--- config.mk ---
export PLATFORM = sky130hd
export DESIGN_NAME = alarm_sequencer_flat
export DESIGN_NICKNAME = d
export VERILOG_FILES = /design/src/rtl/alarm_sequencer_if.sv /design/src/rtl/alarm_sequencer.sv /design/src/flat_wrapper.sv
export SDC_FILE = /design/constraint.sdc
export NUM_CORES = 1
export LEC_CHECK = 0
export CAP_MARGIN = 30
export CORE_ASPECT_RATIO = 1.5
export CORE_MARGIN = 5
export CORE_UTILIZATION = 45
export CTS_BUF_LIST = sky130_fd_sc_hd__clkbuf_16
export DETAILED_ROUTE_END_ITERATION = 8
export PLACE_DENSITY = 0.85
export SLEW_MARGIN = 25
export SYNTH_ARGS = -nofsm -noshare
export SYNTH_HDL_FRONTEND = slang
export SYNTH_SLANG_ARGS = --single-unit
--- constraint.sdc ---
create_clock -name clk -period 5 [get_ports clk]
set_input_delay 0.75 -clock clk [delete_from_list [all_inputs] [get_ports clk]]
set_output_delay 0.75 -clock clk [all_outputs]
set_load 0.03 [all_outputs]
--- src/rtl/alarm_sequencer_if.sv ---
// Signal bundle between the clock/keypad front end and the alarm sequencer.
// The master drives time, alarm settings and key pulses; the slave returns alarm status.
interface alarm_sequencer_if;
   logic       tick_1hz;
   logic [7:0] hour;
   logic [7:0] minute;
   logic [7:0] second;
   logic [7:0] alarm_hour;
   logic [7:0] alarm_minute;
   logic       alarm_en;
   logic       snooze;
   logic       dismiss;
   logic       alert;
   logic [1:0] state;
   logic [1:0] snooze_cnt;

   modport master (
      output tick_1hz, hour, minute, second, alarm_hour, alarm_minute,
             alarm_en, snooze, dismiss,
      input  alert, state, snooze_cnt
   );

   modport slave (
      input  tick_1hz, hour, minute, second, alarm_hour, alarm_minute,
             alarm_en, snooze, dismiss,
      output alert, state, snooze_cnt
   );
endinterface

--- src/rtl/alarm_sequencer.sv ---
// Alarm-clock sequencer: rings on the alarm minute, handles snooze/dismiss and
// auto-snooze/auto-stop timeouts counted in 1 Hz ticks.
module alarm_sequencer #(
   parameter int RING_SEC   = 60,
   parameter int SNOOZE_SEC = 300,
   parameter int MAX_SNOOZE = 3
) (
   input  logic               clk,
   input  logic               reset,
   alarm_sequencer_if.slave   bus
);

   typedef enum logic [1:0] {
      IDLE   = 2'b00,
      RING   = 2'b01,
      SNOOZE = 2'b10,
      UNUSED = 2'b11
   } state_t;

   localparam logic [8:0] RING_T   = 9'(RING_SEC);
   localparam logic [8:0] SNOOZE_T = 9'(SNOOZE_SEC);
   localparam logic [1:0] MAX_CNT  = 2'(MAX_SNOOZE);

   state_t     state_q;
   logic       alert_q;
   logic [1:0] cnt_q;
   logic [8:0] timer_q;
   logic       armed_q;

   logic time_match;
   logic match;
   logic can_snooze;
   logic expiring;
   logic stop;

   assign time_match = (bus.hour == bus.alarm_hour) && (bus.minute == bus.alarm_minute);
   assign match      = bus.tick_1hz && bus.alarm_en && armed_q && time_match &&
                       (bus.second == 8'h00);
   assign can_snooze = (cnt_q < MAX_CNT);
   assign expiring   = bus.tick_1hz && (timer_q == 9'd1);
   // alarm_en low outranks dismiss; both abandon the current event.
   assign stop       = !bus.alarm_en || bus.dismiss;

   // NOTE: all state here updates with non-blocking assignments so every branch
   // reads the pre-edge values; blocking writes would leak between branches.
   always_ff @(posedge clk) begin
      if (reset) begin
         state_q <= IDLE;
         alert_q <= 1'b0;
         cnt_q   <= 2'd0;
         timer_q <= 9'd0;
         armed_q <= 1'b1;
      end else begin
         if (!time_match)
            armed_q <= 1'b1;

         unique case (state_q)
            IDLE: begin
               if (match) begin
                  state_q <= RING;
                  alert_q <= 1'b1;
                  timer_q <= RING_T;
                  cnt_q   <= 2'd0;
                  armed_q <= 1'b0;
               end
            end

            RING: begin
               if (stop) begin
                  state_q <= IDLE;
                  alert_q <= 1'b0;
                  timer_q <= 9'd0;
                  cnt_q   <= 2'd0;
               end else if ((bus.snooze || expiring) && can_snooze) begin
                  state_q <= SNOOZE;
                  alert_q <= 1'b0;
                  timer_q <= SNOOZE_T;
                  cnt_q   <= cnt_q + 2'd1;
               end else if (expiring) begin
                  // Snoozes exhausted: the event ends on its own.
                  state_q <= IDLE;
                  alert_q <= 1'b0;
                  timer_q <= 9'd0;
                  cnt_q   <= 2'd0;
               end else if (bus.tick_1hz && timer_q != 9'd0) begin
                  timer_q <= timer_q - 9'd1;
               end
            end

            SNOOZE: begin
               if (stop) begin
                  state_q <= IDLE;
                  alert_q <= 1'b0;
                  timer_q <= 9'd0;
                  cnt_q   <= 2'd0;
               end else if (expiring) begin
                  state_q <= RING;
                  alert_q <= 1'b1;
                  timer_q <= RING_T;
                  armed_q <= 1'b0;
               end else if (bus.tick_1hz && timer_q != 9'd0) begin
                  timer_q <= timer_q - 9'd1;
               end
            end

            default: begin
               state_q <= IDLE;
               alert_q <= 1'b0;
               timer_q <= 9'd0;
               cnt_q   <= 2'd0;
            end
         endcase
      end
   end

   assign bus.alert      = alert_q;
   assign bus.state      = state_q;
   assign bus.snooze_cnt = cnt_q;

endmodule

--- src/flat_wrapper.sv ---
// flat-port wrapper written by rule: the top's interface ports become plain ports
module alarm_sequencer_flat 
#(
   parameter int RING_SEC   = 60,
   parameter int SNOOZE_SEC = 300,
   parameter int MAX_SNOOZE = 3
)
  (clk, reset, bus_tick_1hz, bus_hour, bus_minute, bus_second, bus_alarm_hour, bus_alarm_minute, bus_alarm_en, bus_snooze, bus_dismiss, bus_alert, bus_state, bus_snooze_cnt);
  alarm_sequencer_if bus_i ();
  input  logic clk;
  input  logic reset;
  input wire logic [$bits(bus_i.tick_1hz)-1:0] bus_tick_1hz;
  input wire logic [$bits(bus_i.hour)-1:0] bus_hour;
  input wire logic [$bits(bus_i.minute)-1:0] bus_minute;
  input wire logic [$bits(bus_i.second)-1:0] bus_second;
  input wire logic [$bits(bus_i.alarm_hour)-1:0] bus_alarm_hour;
  input wire logic [$bits(bus_i.alarm_minute)-1:0] bus_alarm_minute;
  input wire logic [$bits(bus_i.alarm_en)-1:0] bus_alarm_en;
  input wire logic [$bits(bus_i.snooze)-1:0] bus_snooze;
  input wire logic [$bits(bus_i.dismiss)-1:0] bus_dismiss;
  output wire logic [$bits(bus_i.alert)-1:0] bus_alert;
  output wire logic [$bits(bus_i.state)-1:0] bus_state;
  output wire logic [$bits(bus_i.snooze_cnt)-1:0] bus_snooze_cnt;
  assign bus_i.tick_1hz = bus_tick_1hz;
  assign bus_i.hour = bus_hour;
  assign bus_i.minute = bus_minute;
  assign bus_i.second = bus_second;
  assign bus_i.alarm_hour = bus_alarm_hour;
  assign bus_i.alarm_minute = bus_alarm_minute;
  assign bus_i.alarm_en = bus_alarm_en;
  assign bus_i.snooze = bus_snooze;
  assign bus_i.dismiss = bus_dismiss;
  assign bus_alert = bus_i.alert;
  assign bus_state = bus_i.state;
  assign bus_snooze_cnt = bus_i.snooze_cnt;
  alarm_sequencer #(.RING_SEC(RING_SEC), .SNOOZE_SEC(SNOOZE_SEC), .MAX_SNOOZE(MAX_SNOOZE)) u_core (.clk(clk), .reset(reset), .bus(bus_i));
endmodule
==> run_results.csv, run 1 <==
group,metric,value,unit
floorplanning,core-area,0.002477,mm2
global_route,grt_first_pass_wirelength,5568,um
power,power_frac_seq,0.360,
clock_tree,h-tree-depth,1,
synth,yosysWarnings,0,
setup_path,timing.rr.start,"u_core.timer_q[0]",
routing,postRouteAntennaNets,0,
global_route,grt_usage,0.1922,
synth,synth_top_family_by_area,"simple AND/OR/NAND/NOR gates",
power,power,332.3,uW
synth,netlist_area,0.001184,mm2
synth,synth_edf_count,0,
sta,period_minus_slack,2649,ps
synth,synth_compound_area_frac,0.2484,
setup_path,path_cells,"clkdlybuf4s50_1 -> nor4b_1 -> nand4_1 -> or4_1 -> o21a_1 -> a21oi_1 -> o32ai_1",
synth,synth_xor_area_frac,0.1406,
worst_hold_path,worstHoldStart,"u_core.bus.snooze_cnt[1]",
synth,avgSynthCellArea,8.277,um2
setup_path,cp-start-kind,"input port",
routing,vias,1301,
setup_path,critPathRequiredTime,5110,ps
synth,synthTopCellsByArea,"dfxtp_1, xor2_1, a21oi_1, ha_1, nand2b_1",
sta,worst_pin_slew,619.3,ps
synth,synth_seq_cells,15,
sta,setup_viol,0,
synth,syn_inst,143,
setup_path,slowest_stage,"clkdlybuf4s50_1",
clock_tree,cts_hold_buf,0,
clock_tree,root_buffer,"clkbuf_16",
clock_tree,clock_path_buffers,2,
power,p_switching,67.19,uW
floorplanning,dieArea,0.003777,mm2
layout,layout.nets,244,
global_route,grt_max_degree,17,
sta,fin_ws,2351,ps
synth,yosys.cell_types.count,48,
sta,maxSlewHeadroom,0.5858,
routing,finalWirelength,3406,um
setup_path,path_buf_inv,1,
sta,max_freq,377.5,MHz
run_status,status,"finished, final reports clean",
setup_path,startpoint,"bus_tick_1hz",
setup_path,reg2reg_slack,2800,ps
layout,drive_gt1_frac,0.1036,
worst_hold_path,hp-class,"reg2reg",
synth,async_reset_ff_frac,0,
floorplanning,die_y,72.82,um
setup_path,critical_path_class,"in2reg",
synth,syn-num-nets,193,
routing,drtIter0Drc,32,
floorplanning,start_util,0.4778,
floorplanning,fp.dieW,51.88,um
clock_tree,clock_latency,250,ps
clock_tree,tritoncts,"done",
synth,yosys.area.top_type_share,0.2537,
global_route,antenna_found_initial,0,
placed_design,post-place-ws,2096,ps
sta,drv_slew,0,
global_route,grt_pass1_vias,1338,
power,power.leakage,0.6467,nW
routing,drcViolationCount,0,
synth,synth_fa_ha_area_frac,0.04228,
power,combPwrFrac,0.169,
routing,vias_per_cell,5.995,
synth,synthSimpleGateAreaFrac,0.2653,
clock_tree,cts_resized,0,
clock_tree,path_clk_slew,50,ps
sta,setup_tns,0,ps
sta,fin_skew,1.893,ps
setup_path,crit_family,"simple AND/OR/NAND/NOR gates",
clock_tree,numCtsBuffers,3,
power,internal_power,265.1,uW
setup_path,critical_path_arrival,2760,ps
clock_tree,postCtsSetupRepairBufs,0,
layout,syn2layout_area_growth,50.11,%
floorplanning,rows,22,
placed_design,place_hpwl,2814,um
global_route,grt_overflow,0,
synth,netlist.top_cell.by_area,"dfxtp_1",
job,drv_cap,0,
synth,ys.flop_type,"dfxtp_1",
placed_design,gp_congestion,0.8218,
synth,yosysSeqAreaShare,0.2537,
routing,drtPass1Iterations,4,
routing,routedWlPerCell,15.70,um
sta,fin_crit_sh,0.5297,
layout,antenna_cells,0,
sta,hold_ws,498.3,ps
power,power.density,187.0,mW/mm2
synth,synthMuxAreaShare,0.009514,
floorplanning,io_pins,51,
sta,final_hold_viol_count,0,
setup_path,cpPeakStageDelay,550,ps
layout,nFillCells,203,
sta,grt_setup_unrepaired,"false",
placed_design,port_buffers,50,
clock_tree,clkSinkCount,15,
power,vdd_ir_drop_max,148.6,uV
power,switching_share,0.2022,
setup_path,crit_fanout,7,
setup_path,endpoint_kind,"flip-flop",
power,clkPwrFrac,0.470,
-- registers in the layout, summed over array words and instances (netlist names) --
name                   cells
u_core.bus.state           2
u_core.bus.alert           1
u_core.bus.snooze_cnt      2
u_core.timer_q             9
u_core.armed_q             1
-- metal layers --
metal	GRT usage	vias up	wire length [um]
li1	-	625	-
met1	0.1948	600	1185
met2	0.3538	66	1796
met3	0.04090	10	313
met4	0.1020	0	110
met5	0	-	0
-- cells by family (layout without fill, tap and decap cells) --
family                   Yosys count  after routing
AND/OR/NAND/NOR                   49             49
adder cells (fa/ha/maj)            4              4
multiplexers                       1              1
buffers and inverters             12             62
XOR/XNOR                          19             19
AO/OA/AOI/OAI                     43             43
flip-flops                        15             15
-- worst reg2reg max path: stages, from the launching register on --
cell and delay, ps:
dfxtp_1 360, inv_1 90, ha_1 220, nor3b_1 180
a31o_2 270, or3_1 390, nor3_1 210, a21oi_1 100
a311oi_1 280
-- final timing paths --
| check | end | cells past startpoint |
|---|---|---|
| setup / recovery | u_core.bus.snooze_cnt[1] | 7 |
| hold / removal | u_core.bus.snooze_cnt[1] | 2 |
| setup reg to reg | u_core.timer_q[6] | 8 |
| hold reg to reg | u_core.bus.snooze_cnt[1] | 2 |
-- power groups by stage --
stage	sequential (mW)	combinational, mW	clock (mW)
floorplan	0.122	0.0148	0
global placement	0.122	0.0549	0
detailed placement	0.122	0.0566	0
CTS	0.120	0.0567	0.158
global route	0.120	0.0608	0.163
finish	0.120	0.0562	0.156
-- cell type report --
cell class                      instances  area (um2)  area share
Sequential cell                        15       300.3      0.1690
Clock inverter                          1       5.005    0.002817
Clock buffer                            3       75.07     0.04225
Inverter                                8       30.03     0.01690
Tap cell                               24       30.03     0.01690
Multi-Input combinational cell        116       835.8      0.4704
Timing Repair Buffer                   50       500.5      0.2817
-- layout by cell type, fill, tap and decap left out, types with 3 or more instances in the layout --
cell,n
nor3_1,3
a211oi_1,3
a21oi_1,13
nor4_1,5
xnor2_1,3
nor2_1,7
o21ai_0,5
nand2b_1,6
nand2_1,7
ha_1,4
inv_1,8
clkbuf_16,3
o211ai_1,4
dfxtp_1,15
xor2_1,16
clkdlybuf4s50_1,50
-- synth_stat cells (2+ instances only) --
library cell   n
inv_1          8
a211oi_1       3
ha_1           4
or3b_1         2
or2_2          2
clkbuf_1       2
a21oi_1       13
a311oi_1       2
nor2_1         7
xor2_1        16
o211ai_1       4
buf_2          2
nand2_1        7
a21o_1         2
a211oi_2       2
or3_2          2
nand4_1        2
dfxtp_1       15
nand2b_1       6
o21ai_0        5
xnor2_1        3
nor4_1         5
nor3_1         3
a31oi_1        2
-- per-stage QoR --
stage	instance area, um2	instances	utilization
6_report	1777	217	0.7172
5_1_grt	1777	217	0.7172
4_1_cts	1777	217	0.7172
3_5_place_dp	1697	213	0.6848
3_3_place_gp	1697	213	0.6848
2_1_floorplan	1184	143	-
Power figures use the tool's default switching activity.
==> inputs of run 2 (changes only) <==
Settings changed: CORE_UTILIZATION 45 to 38, PLACE_DENSITY 0.85 to 0.76.
Clock period 5 ns to 2.3 ns, I/O delays scaled along.
==> run_results.csv, run 2 (synthesis results as in run 1) <==
group,metric,value,unit
layout,mostFrequentLayoutCell,"clkdlybuf4s50_1",
layout,drive_gt1_frac,0.1400,
setup_path,crit_fanout,4,
setup_path,crit_family,"simple AND/OR/NAND/NOR gates",
sta,final_hold_viol_count,0,
floorplanning,io_pins,51,
setup_path,critical_path_arrival,2320,ps
run_status,status,"finished, final reports clean",
layout,final_cell_mix,"clkdlybuf4s50_1, xor2_1, dfxtp_1",
setup_path,path_buf_inv,1,
floorplanning,core-area,0.002943,mm2
setup_path,cp-start-kind,"flip-flop",
layout,largest_reg_flops,9,
layout,final_cell_count_no_fill,239,
worst_hold_path,hold_depth,2,
sta,drv_slew,0,
clock_tree,h-tree-depth,1,
routing,routedWlPerCell,15.02,um
placed_design,place_hpwl,2956,um
floorplanning,dieArea,0.004354,mm2
sta,worst_pin_slew,622.9,ps
worst_hold_path,hp-class,"reg2reg",
setup_path,reg2regPathDepth,8,
routing,finalWirelength,3589,um
setup_path,critical_path_class,"reg2reg",
power,power,724.7,uW
routing,drtPass1Iterations,4,
clock_tree,numCtsBuffers,3,
placed_design,post-place-ws,-116.6,ps
floorplanning,start_util,0.4022,
global_route,grt_first_pass_wirelength,5975,um
sta,fin_crit_sh,0.9405,
clock_tree,clkSinkCount,15,
routing,postRouteAntennaNets,0,
floorplanning,fp.dieW,55.57,um
clock_tree,clock_path_buffers,2,
power,power.leakage,0.6849,nW
global_route,grt_usage,0.1710,
layout,syn2layout_area_growth,56.77,%
sta,fin_skew,2.433,ps
layout,post-route-cell-area,0.001856,mm2
global_route,grt_pass1_vias,1398,
sta,period_minus_slack,2163,ps
power,vdd_ir_drop_max,304.3,uV
clock_tree,postCtsSetupRepairBufs,0,
global_route,antenna_found_initial,0,
global_route,grt_overflow,0,
clock_tree,root_buffer,"clkbuf_16",
layout,antenna_cells,0,
layout,final_core_util,0.6305,
power,power.density,390.6,mW/mm2
setup_path,path_cells,"inv_1 -> ha_1 -> nor3b_2 -> a31o_2 -> or3_1 -> nor3_1 -> a21oi_1 -> a311oi_1",
placed_design,port_buffers,50,
setup_path,path_depth,8,
floorplanning,die_y,78.36,um
routing,drtIter0Drc,15,
layout,regMostFlops,"u_core.timer_q",
clock_tree,clock_latency,250,ps
sta,setup_viol,0,
sta,max_freq,462.3,MHz
floorplanning,rows,24,
setup_path,slowest_stage,"or3_1",
clock_tree,path_clk_slew,50,ps
routing,vias_per_cell,5.452,
placed_design,gp_congestion,0.7839,
sta,setup_tns,0,ps
placed_design,placed_cells,235,
layout,layout.nets,251,
setup_path,endpoint_kind,"flip-flop",
routing,drcViolationCount,0,
global_route,grt_max_degree,17,
clock_tree,tritoncts,"done",
sta,hold_ws,495.0,ps
sta,fin_ws,136.8,ps
setup_path,critPathRequiredTime,2450,ps
routing,vias,1303,
job,drv_cap,0,
sta,maxSlewHeadroom,0.5834,
placed_design,dpl_cell_area,0.001768,mm2
setup_path,cpPeakStageDelay,380,ps
run 2: repair_timing:
item,in CTS,in global routing
setup endpoints to repair,0,4
endpoints found under the hold margin,0,0
hold buffers,0,0
resized for setup,0,3
run 2: path summary, 6_finish.rpt:
kind | end | slack [ps] | startpoint
worst max-delay path | u_core.timer_q[6] | 140 | u_core.timer_q[0]
worst min register to register | u_core.bus.alert | 490 | u_core.bus.alert
worst min-delay path | u_core.bus.alert | 490 | u_core.bus.alert
worst max register to register | u_core.timer_q[6] | 140 | u_core.timer_q[0]
run 2: power by group:
part	internal, mW	total, mW	switching, mW
sequential	0.260	0.260	0.0000000250
combinational	0.0847	0.124	0.0390
clock	0.231	0.341	0.110
run 2: layout make-up:
cell class,count,area (um2)
clock buffers,3,75.07
clock inverters,1,3.754
fillers,271,1087
inverters,8,30.03
multi-input cells,116,844.6
flip-flops and latches,15,300.3
well taps,39,48.80
repair buffers,57,553.0
run 2: worst reg2reg max path: cells and delay by family, from the launching register on:
kind | cells | cell delay [ps]
and+or+nand+nor | 3 | 790
adders and majority gates | 1 | 210
buffers and inverters | 1 | 100
AOI/OAI and AO/OA | 3 | 610
DFF | 1 | 370
run 2: metal layers:
metal  wire, um  vias up  global-route usage
met1       1289      592              0.1573
met3        340        9             0.07061
met4         93        0             0.08029
li1           -      642                   -
met2       1865       60              0.3211
met5          0        -                   0
==> inputs of run 3 (changes only) <==
Settings changed: CAP_MARGIN 30 to 10, SETUP_SLACK_MARGIN from default to 0.15.
==> run_results.csv, run 3 (synthesis results as in run 1) <==
group,metric,value,unit
routing,routedWlPerCell,15.50,um
routing,drtPass1Iterations,4,
clock_tree,h-tree-depth,1,
setup_path,reg2reg_slack,230,ps
global_route,grt_overflow,0,
placed_design,gp_congestion,0.8145,
placed_design,port_buffers,50,
setup_path,cp-start-kind,"input port",
power,vdd_ir_drop_max,252.5,uV
sta,grt_setup_unrepaired,"true",
setup_path,r2r-end,"u_core.timer_q[7]",
layout,drive_gt1_frac,0.1970,
setup_path,critPathRequiredTime,2410,ps
job,drv_cap,0,
setup_path,startpoint,"bus_alarm_minute[6]",
layout,antenna_cells,0,
clock_tree,tritoncts,"done",
worst_hold_path,hp-class,"reg2reg",
sta,max_freq,479.6,MHz
sta,hold_ws,496.0,ps
global_route,grt_pass1_vias,1492,
sta,drv_slew,0,
routing,drcViolationCount,0,
sta,fin_crit_sh,0.9066,
setup_path,reg2regPathDepth,9,
setup_path,critical_path_class,"in2reg",
floorplanning,fp.dieW,55.57,um
setup_path,crit_end,"u_core.timer_q[8]",
global_route,antenna_found_initial,0,
routing,drtIter0Drc,28,
run_status,status,"finished, final reports clean",
sta,final_hold_viol_count,0,
global_route,grt_first_pass_wirelength,6258,um
placed_design,place_hpwl,3023,um
layout,nFillCells,269,
setup_path,crit_fanout,6,
routing,finalWirelength,3752,um
clock_tree,clock_path_buffers,2,
setup_path,critical_path_arrival,2190,ps
sta,fin_skew,1.571,ps
placed_design,post-place-ws,-121.1,ps
floorplanning,dieArea,0.004354,mm2
setup_path,timing.rr.start,"u_core.timer_q[1]",
floorplanning,die_y,78.36,um
layout,syn2layout_area_growth,63.74,%
routing,postRouteAntennaNets,0,
layout,mostFrequentLayoutCell,"clkdlybuf4s50_1",
clock_tree,clock_latency,250,ps
sta,worst_pin_slew,630.4,ps
floorplanning,core-area,0.002943,mm2
global_route,grt_usage,0.1779,
routing,vias,1315,
floorplanning,io_pins,51,
sta,period_minus_slack,2085,ps
layout,regMostFlops,"u_core.timer_q",
clock_tree,clkSinkCount,15,
floorplanning,rows,24,
power,power.leakage,0.7209,nW
power,power.density,377.4,mW/mm2
clock_tree,numCtsBuffers,3,
clock_tree,path_clk_slew,50,ps
floorplanning,start_util,0.4022,
layout,largest_reg_flops,9,
clock_tree,root_buffer,"clkbuf_16",
setup_path,endpoint_kind,"flip-flop",
layout,layout.nets,254,
sta,maxSlewHeadroom,0.5784,
global_route,grt_max_degree,17,
layout,final_cell_mix,"clkdlybuf4s50_1, xor2_1, dfxtp_1",
sta,setup_viol,0,
routing,vias_per_cell,5.434,
clock_tree,cts_hold_buf,0,
sta,fin_ws,214.9,ps
==> run 3: critical path, stage by stage <==
cell	delay (ps)
clkdlybuf4s50_1	420
xor2_1	160
nor4_1	380
nand4_1	270
o21a_2	330
a22oi_1	190
a21oi_1	80
==> run 3: area by class of cell <==
| cell class | count | area [um2] | share of cell area |
|---|---|---|---|
| Sequential cell | 15 | 302.8 | 0.1562 |
| Multi-Input combinational cell | 116 | 889.6 | 0.4590 |
| Timing Repair Buffer | 60 | 588.1 | 0.3034 |
| Inverter | 8 | 30.03 | 0.01549 |
| Clock inverter | 1 | 3.754 | 0.001937 |
| Tap cell | 39 | 48.80 | 0.02518 |
| Clock buffer | 3 | 75.07 | 0.03873 |
==> run 3: power breakdown <==
group | total [mW] | switching, mW | leakage (nW) | internal [mW]
Clock | 0.345 | 0.114 | 0.0423 | 0.231
Sequential | 0.260 | 0.0000000243 | 0.122 | 0.260
Combinational | 0.127 | 0.0414 | 0.557 | 0.0852
==> run 3: worst min path at each step <==
| stage | to | slack (ps) | startpoint | depth (start not counted) |
|---|---|---|---|---|
| 2_1_floorplan | u_core.timer_q[6] | 420 | reset | 1 |
| 3_3_place_gp | u_core.bus.snooze_cnt[0] | 480 | u_core.bus.snooze_cnt[0] | 1 |
| 3_5_place_dp | u_core.bus.snooze_cnt[0] | 490 | u_core.bus.snooze_cnt[0] | 1 |
| 4_1_cts | u_core.bus.snooze_cnt[0] | 500 | u_core.bus.snooze_cnt[0] | 1 |
| 5_1_grt | u_core.bus.snooze_cnt[0] | 520 | u_core.bus.snooze_cnt[0] | 1 |
| 6_report | u_core.bus.snooze_cnt[0] | 500 | u_core.bus.snooze_cnt[0] | 1 |
==> run 3: metrics by stage <==
stage,cell area (um2),TNS (ps),utilization,power (mW),instances
4_1_cts,1879,0,0.6386,0.7331,241
6_report,1938,0,0.6586,0.7314,242
5_1_grt,1938,0,0.6586,0.7568,242
2_1_floorplan,1185,0,-,0.2977,143
3_5_place_dp,1784,-1109,0.6063,0.3905,237
3_3_place_gp,1784,-460.2,0.6063,0.3874,237
==> run 3: timing repair <==
item	in CTS	in global routing
endpoints found under the setup margin	6	14
pin swaps	0	3
resized for setup	4	9
buffers inserted	0	1
gates cloned	0	0
==> run 3: routing by layer <==
| layer | share of wire | GRT usage | up-vias | wire [um] |
|---|---|---|---|---|
| met5 | 0 | 0 | - | 0 |
| met4 | 0.020 | 0.09002 | 0 | 76 |
| met3 | 0.095 | 0.06404 | 6 | 358 |
| met2 | 0.52 | 0.3294 | 64 | 1967 |
| met1 | 0.36 | 0.1705 | 599 | 1349 |
| li1 | - | - | 646 | - |
